$ cat config.mk
export PLATFORM = sky130hd
export DESIGN_NAME = branch_control_unit
export DESIGN_NICKNAME = d
export VERILOG_FILES = /design/src/rtl/branch_control_unit_pkg.sv /design/src/rtl/cu_control_decode.sv /design/src/rtl/branch_control_unit.sv
export SDC_FILE = /design/constraint.sdc
export NUM_CORES = 1
export LEC_CHECK = 0
export BUFFER_PORTS_ARGS = -buffer_cell sky130_fd_sc_hd__clkbuf_2
export CORE_ASPECT_RATIO = 0.9
export CORE_MARGIN = 2
export CORE_UTILIZATION = 49
export CTS_BUF_LIST = sky130_fd_sc_hd__clkbuf_8
export DETAILED_ROUTE_END_ITERATION = 12
export PLACE_DENSITY = 0.95
export REMOVE_ABC_BUFFERS = 1
export SYNTH_ARGS = -nofsm -noshare
export SYNTH_HDL_FRONTEND = slang
export SYNTH_SLANG_ARGS = --single-unit
export TNS_END_PERCENT = 10
$ cat constraint.sdc
create_clock -name Clock -period 3.1 [get_ports Clock]
set_input_delay 0.465 -clock Clock [delete_from_list [all_inputs] [get_ports Clock]]
set_output_delay 0.465 -clock Clock [all_outputs]
set_load 0.1 [all_outputs]
$ cat src/rtl/branch_control_unit_pkg.sv
// Shared definitions for the branch control unit: opcodes, state encoding and
// the datapath control word.
package branch_control_unit_pkg;

  localparam int unsigned IR_W    = 32;
  localparam int unsigned OP_W    = 5;
  localparam int unsigned COUNT_W = 16;
  localparam int unsigned STATE_W = 4;

  localparam logic [OP_W-1:0] OP_BR   = 5'b10010;
  localparam logic [OP_W-1:0] OP_NOP  = 5'b11010;
  localparam logic [OP_W-1:0] OP_HALT = 5'b11011;

  typedef enum logic [STATE_W-1:0] {
    ST_RST  = 4'd0,
    ST_T0   = 4'd1,
    ST_T1   = 4'd2,
    ST_T2   = 4'd3,
    ST_T3   = 4'd4,
    ST_T4   = 4'd5,
    ST_T5   = 4'd6,
    ST_T6   = 4'd7,
    ST_T7   = 4'd8,
    ST_HALT = 4'd9
  } state_t;

  typedef struct packed {
    logic pc_out;
    logic zlow_out;
    logic mdr_out;
    logic mar_in;
    logic z_in;
    logic pc_in;
    logic mdr_in;
    logic ir_in;
    logic y_in;
    logic inc_pc;
    logic read;
    logic gra;
    logic rout;
    logic cout;
    logic con_in;
    logic add;
  } ctrl_t;

  function automatic logic [OP_W-1:0] opcode_of(input logic [OP_W-1:0] ir_top);
    return ir_top;
  endfunction

  // Every instruction boundary honours a pending Stop request.
  function automatic state_t boundary_next(input logic stop);
    return stop ? ST_HALT : ST_T0;
  endfunction

endpackage

$ cat src/rtl/cu_control_decode.sv
// Moore decode from FSM state to datapath control lines; only PCin in T7
// also looks at the live branch condition.
module cu_control_decode
  import branch_control_unit_pkg::*;
(
  input  state_t state,
  input  logic   branch_met,
  output ctrl_t  ctrl,
  output logic   run
);

  always_comb begin
    ctrl = '0;
    run  = 1'b0;
    case (state)
      ST_T0: begin
        ctrl.pc_out = 1'b1;
        ctrl.mar_in = 1'b1;
        ctrl.inc_pc = 1'b1;
        ctrl.z_in   = 1'b1;
        run         = 1'b1;
      end
      ST_T1: begin
        ctrl.zlow_out = 1'b1;
        ctrl.pc_in    = 1'b1;
        run           = 1'b1;
      end
      ST_T2: begin
        ctrl.read   = 1'b1;
        ctrl.mdr_in = 1'b1;
        run         = 1'b1;
      end
      ST_T3: begin
        ctrl.mdr_out = 1'b1;
        ctrl.ir_in   = 1'b1;
        run          = 1'b1;
      end
      ST_T4: begin
        ctrl.gra    = 1'b1;
        ctrl.rout   = 1'b1;
        ctrl.con_in = 1'b1;
        run         = 1'b1;
      end
      ST_T5: begin
        ctrl.pc_out = 1'b1;
        ctrl.y_in   = 1'b1;
        run         = 1'b1;
      end
      ST_T6: begin
        ctrl.cout = 1'b1;
        ctrl.add  = 1'b1;
        ctrl.z_in = 1'b1;
        run       = 1'b1;
      end
      ST_T7: begin
        ctrl.zlow_out = 1'b1;
        ctrl.pc_in    = branch_met;
        run           = 1'b1;
      end
      default: begin
        ctrl = '0;
        run  = 1'b0;
      end
    endcase
  end

endmodule

$ cat src/rtl/branch_control_unit.sv
// Fetch/decode/branch sequencer: steps T0..T7, waits on memory in T2,
// counts retired instructions and flags undefined opcodes.
module branch_control_unit
  import branch_control_unit_pkg::*;
(
  input  logic                Clock,
  input  logic                Clear,
  input  logic [IR_W-1:0]     IR,
  input  logic                BranchMet,
  input  logic                Mem_ready,
  input  logic                Stop,
  output logic                PCout,
  output logic                Zlowout,
  output logic                MDRout,
  output logic                MARin,
  output logic                Zin,
  output logic                PCin,
  output logic                MDRin,
  output logic                IRin,
  output logic                Yin,
  output logic                IncPC,
  output logic                Read,
  output logic                Gra,
  output logic                Rout,
  output logic                Cout,
  output logic                CONIn,
  output logic                ADD,
  output logic                Run,
  output logic                Illegal,
  output logic [COUNT_W-1:0]  Instr_count
);

  state_t          state;
  ctrl_t           ctrl_c;
  logic            run_c;
  logic [OP_W-1:0] opcode;
  logic            unused_ir_bits;

  assign opcode = opcode_of(IR[IR_W-1 -: OP_W]);
  // Operand fields of IR feed the datapath, not this sequencer.
  assign unused_ir_bits = ^IR[IR_W-OP_W-1:0];

  always_ff @(posedge Clock or posedge Clear) begin
    if (Clear) begin
      state       <= ST_RST;
      Illegal     <= 1'b0;
      Instr_count <= '0;
    end else begin
      Illegal <= 1'b0;
      case (state)
        ST_RST: state <= boundary_next(Stop);
        ST_T0:  state <= ST_T1;
        ST_T1:  state <= ST_T2;
        ST_T2: begin
          if (Mem_ready) state <= ST_T3;
        end
        ST_T3: begin
          case (opcode)
            OP_BR: state <= ST_T4;
            OP_NOP: begin
              state       <= boundary_next(Stop);
              Instr_count <= Instr_count + COUNT_W'(1);
            end
            OP_HALT: begin
              state       <= ST_HALT;
              Instr_count <= Instr_count + COUNT_W'(1);
            end
            default: begin
              state       <= boundary_next(Stop);
              Illegal     <= 1'b1;
              Instr_count <= Instr_count + COUNT_W'(1);
            end
          endcase
        end
        ST_T4: state <= ST_T5;
        ST_T5: state <= ST_T6;
        ST_T6: state <= ST_T7;
        ST_T7: begin
          state       <= boundary_next(Stop);
          Instr_count <= Instr_count + COUNT_W'(1);
        end
        ST_HALT: state <= ST_HALT;
        default: state <= ST_RST;
      endcase
    end
  end

  cu_control_decode u_decode (
    .state      (state),
    .branch_met (BranchMet),
    .ctrl       (ctrl_c),
    .run        (run_c)
  );

  assign PCout   = ctrl_c.pc_out;
  assign Zlowout = ctrl_c.zlow_out;
  assign MDRout  = ctrl_c.mdr_out;
  assign MARin   = ctrl_c.mar_in;
  assign Zin     = ctrl_c.z_in;
  assign PCin    = ctrl_c.pc_in;
  assign MDRin   = ctrl_c.mdr_in;
  assign IRin    = ctrl_c.ir_in;
  assign Yin     = ctrl_c.y_in;
  assign IncPC   = ctrl_c.inc_pc;
  assign Read    = ctrl_c.read;
  assign Gra     = ctrl_c.gra;
  assign Rout    = ctrl_c.rout;
  assign Cout    = ctrl_c.cout;
  assign CONIn   = ctrl_c.con_in;
  assign ADD     = ctrl_c.add;
  assign Run     = run_c;

endmodule

==> results of run 1 <==
[logic make-up (layout without fill, tap and decap cells)]
group | Yosys count | count (layout)
and+or+nand+nor | 62 | 62
DFF | 21 | 21
xor gates and xnor gates | 18 | 18
buffers and inverters | 16 | 52
AOI/OAI and AO/OA | 15 | 15
muxes | 2 | 2
adders and majority gates | 1 | 1
[layer usage]
layer | GRT usage | share of wire | wire [um] | vias up
met2 | 0.3504 | 0.50 | 1345 | 41
li1 | - | - | - | 548
met1 | 0.2207 | 0.42 | 1136 | 529
met5 | 0 | 0 | 0 | -
met4 | 0.04651 | 0.0086 | 23 | 0
met3 | 0.03210 | 0.067 | 179 | 2
[worst max-delay path: stages, from the launching register on]
cell      delay [ns]
dfrtp_1         0.60
nand2b_1        0.31
nor3b_1         0.31
nand2b_1        0.14
clkbuf_2        0.45
[how the worst max path moves through the flow]
stage	cells past startpoint	endpoint	start	slack [ns]
2_1_floorplan	2	CONIn	state[3]$_DFFE_PP0P_	-4.09
3_3_place_gp	4	PCout	state[3]$_DFFE_PP0P_	0.91
3_5_place_dp	4	PCout	state[3]$_DFFE_PP0P_	0.85
4_1_cts	4	PCout	state[3]$_DFFE_PP0P_	0.56
5_1_grt	4	PCout	state[3]$_DFFE_PP0P_	0.46
6_report	4	PCout	state[3]$_DFFE_PP0P_	0.56
[registers in the layout, summed over array words and instances, names as in the netlist]
signal / flops
Illegal: 1
state: 4
Instr_count: 16
[final cells by class]
type                            instances  area [um^2]  area share
Multi-Input combinational cell         98        671.9      0.4442
Clock buffer                            3        41.29     0.02730
Tap cell                               28        35.03     0.02316
Inverter                                5        18.77     0.01241
Timing Repair Buffer                   43        215.2      0.1423
Clock inverter                          1        5.005    0.003309
Sequential cell                        21        525.5      0.3474
[stage by stage]
stage          setup slack (ns)  instance area [um^2]
2_1_floorplan            -4.092                  1216
3_3_place_gp             0.9060                  1466
3_5_place_dp             0.8466                  1466
4_1_cts                  0.5598                  1513
5_1_grt                  0.4577                  1513
6_report                 0.5582                  1513
[cell usage after synthesis (5+ instances only)]
master | number | area share
dfrtp_1 | 21 | 0.41
xnor2_1 | 11 | 0.075
nand2_1 | 9 | 0.026
nor3_1 | 9 | 0.035
nor2_1 | 7 | 0.020
and3_1 | 6 | 0.029
buf_4 | 6 | 0.035
xor2_1 | 6 | 0.041
inv_1 | 5 | 0.015
nand2b_1 | 5 | 0.024
nand3_1 | 5 | 0.019
nor4_1 | 5 | 0.024
==> results.py, run 1 <==
metrics = {
    "run_status": {
        "status": "finished, final reports clean",
    },
    "detailed_routing": {
        "drtIter0Drc": 24,
        "final_antenna_net_count": 0,
        "vias_per_cell": 5.628,
        "finalWirelength_mm": 2.685,
        "wl_per_cell_um": 13.49,
        "dr.pass1.iters": 4,
        "vias": 1120,
        "drc_errors": 0,
    },
    "layout": {
        "utilization": 0.6131,
        "final_cell_mix": "43 x clkbuf_2, 21 x dfrtp_1, 11 x xnor2_1",
        "drive_above_1_share": 0.3158,
        "diodes": 0,
        "final.fill_count": 225,
        "fin_cells": 199,
        "finalNetCount": 210,
        "area_delta_synth_final_pct": 17.49,
        "final_common_cell": "clkbuf_2",
    },
    "yosys": {
        "synth-edff-count": 0,
        "syn_avg_cell_area_um2": 9.537,
        "synth_flop_cell": "dfrtp_1",
        "yosysUniqueCellTypes": 38,
        "synth_seq_cells": 21,
        "synthMuxAreaShare": 0.01652,
        "ys_warn_count": 0,
        "syn_inst": 135,
        "yosys.area_share.xor_xnor": 0.1283,
        "synthArstFlopShare": 1.000,
        "synth_top_family_by_area": "simple AND/OR/NAND/NOR gates",
        "synth.yosys.seq_area_share": 0.4082,
        "synthAdderAreaFrac": 0.009718,
        "synth_compound_area_frac": 0.08844,
        "yosys.area_share.simple": 0.2789,
        "synth_area_um2": 1287,
    },
    "timing": {
        "finClkSkew_ns": 0.004599,
        "final.min_clock_period_ns": 2.542,
        "tightest_slew_ns": 0.7572,
        "final_hold_viol_count": 0,
        "min_period_over_period": 0.8199,
        "fin_tns_setup_ns": 0,
        "slew_headroom": 0.4947,
        "max_freq_mhz": 393.4,
        "holdWs_ns": 0.3080,
        "setup_viol": 0,
        "slew_violations": 0,
        "rsz0062_at_grt": "no",
    },
    "clocking": {
        "cts-buffers-inserted": 3,
        "clk_latency_ns": 0.26,
        "cts_resized": 0,
        "cts-root-buf": "clkbuf_8",
        "clock_path_buffers": 2,
        "clk_pin_slew_ns": 0.08,
        "cts_sinks": 21,
        "cts_setup_buffers": 0,
        "cts_tree": "done",
        "ctsHoldBuffers": 0,
        "htree_levels": 1,
    },
    "global_route": {
        "grt_pass1_vias": 1038,
        "grt_usage": 0.1870,
        "grt_first_pass_wirelength_mm": 4.429,
        "grt.overflow.total": 0,
        "antenna_found_initial": 0,
        "grt_max_degree": 22,
    },
    "floorplan": {
        "core_area_um2": 2467,
        "fp-row-count": 17,
        "die_x_um": 58.03,
        "floorplan.initialDensity": 0.5218,
        "io_pins": 71,
        "dieArea_um2": 3054,
        "die_h_um": 52.63,
    },
    "placed_design": {
        "dp_cells": 195,
        "dpl.hpwl_mm": 2.002,
        "portBuffers": 43,
        "place_congestion": 0.7919,
    },
    "critical_path": {
        "worstPathArrival_ns": 2.08,
        "r2r_slack_ns": 1.31,
        "reg2reg_depth": 4,
        "reg2reg_to": "Instr_count[15]$_DFFE_PP0P_",
        "worstSetupPathType": "flip-flop to output pin",
        "cp-end-kind": "output pin",
        "crit_path_max_fanout": 16,
        "crit_required_ns": 2.63,
        "cp-start-kind": "flip-flop",
        "regToRegStartpoint": "state[3]$_DFFE_PP0P_",
    },
    "job": {
        "cap_violations": 0,
    },
    "hold_path": {
        "worstHoldPathType": "input port to asynchronous set/reset pin",
    },
}
Power of run 1 is left out: the tool's default activity adds up to more than one toggle a clock period on the data nets, which glitch-free logic cannot reach.
==> inputs of run 2 (changes only) <==
--- a/config.mk
+++ b/config.mk
@@ -5,10 +5,11 @@
 export SDC_FILE = /design/constraint.sdc
 export NUM_CORES = 1
 export LEC_CHECK = 0
+export ABC_AREA = 1
 export BUFFER_PORTS_ARGS = -buffer_cell sky130_fd_sc_hd__clkbuf_2
 export CORE_ASPECT_RATIO = 0.9
 export CORE_MARGIN = 2
-export CORE_UTILIZATION = 49
+export CORE_UTILIZATION = 47
 export CTS_BUF_LIST = sky130_fd_sc_hd__clkbuf_8
 export DETAILED_ROUTE_END_ITERATION = 12
 export PLACE_DENSITY = 0.95
==> constraint.sdc (replaced) <==
create_clock -name Clock -period 2.5 [get_ports Clock]
set_input_delay 0.375 -clock Clock [delete_from_list [all_inputs] [get_ports Clock]]
set_output_delay 0.375 -clock Clock [all_outputs]
set_load 0.1 [all_outputs]
==> run 2 against run 1 <==
  * Worst setup slack got worse by 0.24 ns
  * Critical path depth up 1
  * First-iteration DRC count grew to 6.5 times the previous value
  * Cell count rose by 36%
  * Register-to-register slack worse by 0.40 ns
  * Core utilization down 3.2 points
  * Wire length up 8.0%
  * Flip-flop and latch count unchanged
  * Synthesized area grew 6.3%
==> results.py, run 2 <==
metrics = {
    "run_status": {
        "status": "finished, final reports clean",
    },
    "floorplan": {
        "core_area_um2": 2770,
        "die_h_um": 55.20,
        "floorplan.initialDensity": 0.4941,
        "dieArea_um2": 3361,
        "fp-row-count": 18,
        "io_pins": 71,
        "die_x_um": 60.89,
    },
    "critical_path": {
        "worstPathArrival_ns": 1.81,
        "cpPeakStageDelay_ns": 0.45,
        "timing.critical_path.buf_inv": 2,
        "cp-end-kind": "output pin",
        "crit_start": "state[2]$_DFFE_PP0P_",
        "crit_family": "buffers and inverters",
        "slowest_stage": "dfrtp_1",
        "worstSetupPathType": "flip-flop to output pin",
        "reg2reg_to": "Instr_count[10]$_DFFE_PP0P_",
        "crit_path_max_fanout": 4,
        "crit_required_ns": 2.12,
        "regToRegStartpoint": "Instr_count[0]$_DFFE_PP0P_",
        "crit_end": "PCout",
        "reg2reg_depth": 8,
        "crit_cells": 5,
        "critPathMostFrequentCell": "nor2_1",
        "crit_chain": "nor2_1 > inv_1 > nor2_1 > or2_2 > clkbuf_2",
        "cp-start-kind": "flip-flop",
        "r2r_slack_ns": 0.91,
    },
    "clocking": {
        "clk_pin_slew_ns": 0.08,
        "clk_latency_ns": 0.27,
        "ctsHoldBuffers": 0,
        "cts-buffers-inserted": 3,
        "cts_sinks": 21,
        "cts_tree": "done",
        "clock_path_buffers": 2,
        "htree_levels": 1,
        "cts_setup_buffers": 0,
        "cts_resized": 0,
        "cts-root-buf": "clkbuf_8",
    },
    "layout": {
        "seqCellArea_um2": 525.5,
        "regMostFlops": "Instr_count",
        "finalNetCount": 269,
        "fin_cells": 270,
        "drive_above_1_share": 0.2522,
        "final.fill_count": 258,
        "multi_input_area_um2": 699.4,
        "area_delta_synth_final_pct": 17.64,
        "final_common_cell": "nand2_1",
        "fin_area_um2": 1610,
        "diodes": 0,
        "largest_register_ffs": 16,
        "final_cell_mix": "64 x nand2_1, 43 x clkbuf_2, 25 x nor2_1",
        "top_regs": "Instr_count: 16 flops, state: 4 flops, Illegal: 1 flops",
    },
    "detailed_routing": {
        "vias": 1314,
        "wl_per_cell_um": 10.74,
        "drc_errors": 0,
        "vias_per_cell": 4.867,
        "final_antenna_net_count": 0,
        "dr.pass1.iters": 4,
        "drtIter0Drc": 156,
        "finalWirelength_mm": 2.900,
    },
    "global_route": {
        "grt_usage": 0.1976,
        "antenna_found_initial": 0,
        "grt_max_degree": 24,
        "grt_first_pass_wirelength_mm": 4.836,
        "grt_pass1_vias": 1129,
        "grt.overflow.total": 0,
    },
    "timing": {
        "rsz0062_at_grt": "no",
        "slew_headroom": 0.4729,
        "tightest_slew_ns": 0.7898,
        "setup_viol": 0,
        "slew_violations": 0,
        "final_hold_viol_count": 0,
        "final.min_clock_period_ns": 2.187,
        "finClkSkew_ns": 0.009215,
        "max_freq_mhz": 457.4,
        "fin_tns_setup_ns": 0,
        "min_period_over_period": 0.8746,
    },
    "placed_design": {
        "place_congestion": 0.8320,
        "dpl.hpwl_mm": 2.126,
        "portBuffers": 43,
        "dp_cells": 266,
        "placed_area_um2": 1562,
    },
    "hold_path": {
        "worstHoldPathType": "input port to asynchronous set/reset pin",
    },
    "pwr": {
        "power_density_nw_per_um2": 1408,
        "power_frac_comb": 0.683,
        "p_clk_frac": 0.102,
        "seq_power_share": 0.215,
        "p_leak_nw": 0.8442,
        "p_sw_frac": 0.6779,
        "ir_worst_vdd_v": 0.001471,
        "p_sw_mw": 1.537,
        "total_power_mw": 2.267,
        "p_int_uw": 730.1,
    },
    "yosys": {
        "syn_inst": 192,
        "synth_seq_cells": 21,
        "synth.yosys.seq_area_share": 0.3839,
        "synth_area_leaders": "dfrtp_1 38%, nand2_1 18%, nor2_1 6.9%, nand3_1 5.9%, inv_1 4.1%",
        "synthArstFlopShare": 1.000,
        "synth_area_um2": 1369,
        "synth_flop_cell": "dfrtp_1",
        "synth_common_cells": "64 x nand2_1, 25 x nor2_1, 21 x dfrtp_1",
        "synth-edff-count": 0,
        "synth_top_cell_area_share": 0.3839,
        "syn_avg_cell_area_um2": 7.129,
        "synthMostInstantiatedCell": "nand2_1",
        "yosysTopAreaCell": "dfrtp_1",
        "ys_warn_count": 0,
        "yosysUniqueCellTypes": 25,
    },
    "job": {
        "cap_violations": 0,
    },
}
run 2: cell type report:
cell class,count,area share
multi-input combinational,144,0.4343
sequential,21,0.3263
clock buffer,3,0.02564
timing repair buffer,44,0.1383
inverter,17,0.03963
clock inverter,1,0.004662
tap,40,0.03108
run 2: layer usage:
metal | global-route usage | routed length, um | vias up
li1 | - | - | 683
met1 | 0.2320 | 1293 | 578
met2 | 0.3513 | 1366 | 49
met3 | 0.06047 | 212 | 4
met4 | 0.05435 | 28 | 0
met5 | 0 | 0 | -
run 2: worst reg2reg max path: stages (launching register included):
cell	delay, ns
dfrtp_1	0.44
ha_1	0.25
inv_1	0.05
nor2_1	0.26
nand2_1	0.13
nor2_1	0.15
nand2_1	0.08
nand2_1	0.07
nand2_1	0.04
run 2: cells by family (layout without fill, tap and decap cells):
kind of cell / after synthesis / count (layout) / synth area share
XOR/XNOR: 6 / 6 / 0.04388
adder cells (fa/ha/maj): 1 / 1 / 0.009139
AND/OR/NAND/NOR: 127 / 127 / 0.4196
flip-flops: 21 / 21 / 0.3839
buffers and inverters: 27 / 65 / 0.1051
AO/OA/AOI/OAI: 10 / 10 / 0.03839
run 2: metrics by stage:
| step | util | setup slack, ns | hold WS (ns) |
|---|---|---|---|
| floorplan | - | -4.433 | 0.3515 |
| global placement | 0.5637 | 0.6345 | 0.5182 |
| detailed placement | 0.5637 | 0.6116 | 0.5300 |
| CTS | 0.5813 | 0.3072 | 0.2561 |
| global route | 0.5813 | 0.1733 | 0.3005 |
| finish | 0.5813 | 0.3135 | 0.2234 |
run 2: how the worst min path moves through the flow:
stage	end	startpoint	slack [ns]
2_1_floorplan	Illegal$_DFF_PP0_	Clear	0.35
6_report	Instr_count[3]$_DFFE_PP0P_	Clear	0.22
5_1_grt	Instr_count[3]$_DFFE_PP0P_	Clear	0.30
3_5_place_dp	Instr_count[10]$_DFFE_PP0P_	Instr_count[10]$_DFFE_PP0P_	0.53
3_3_place_gp	Instr_count[10]$_DFFE_PP0P_	Instr_count[10]$_DFFE_PP0P_	0.52
4_1_cts	Instr_count[3]$_DFFE_PP0P_	Clear	0.26
run 2: power by group through the flow:
stage	clock, mW	combinational [mW]	sequential, mW
floorplan	0	1.11	0.703
global placement	0	1.54	0.491
detailed placement	0	1.55	0.491
CTS	0.234	1.55	0.485
global route	0.256	1.62	0.499
finish	0.230	1.55	0.488
No activity file was read; power rests on OpenSTA's default activity.
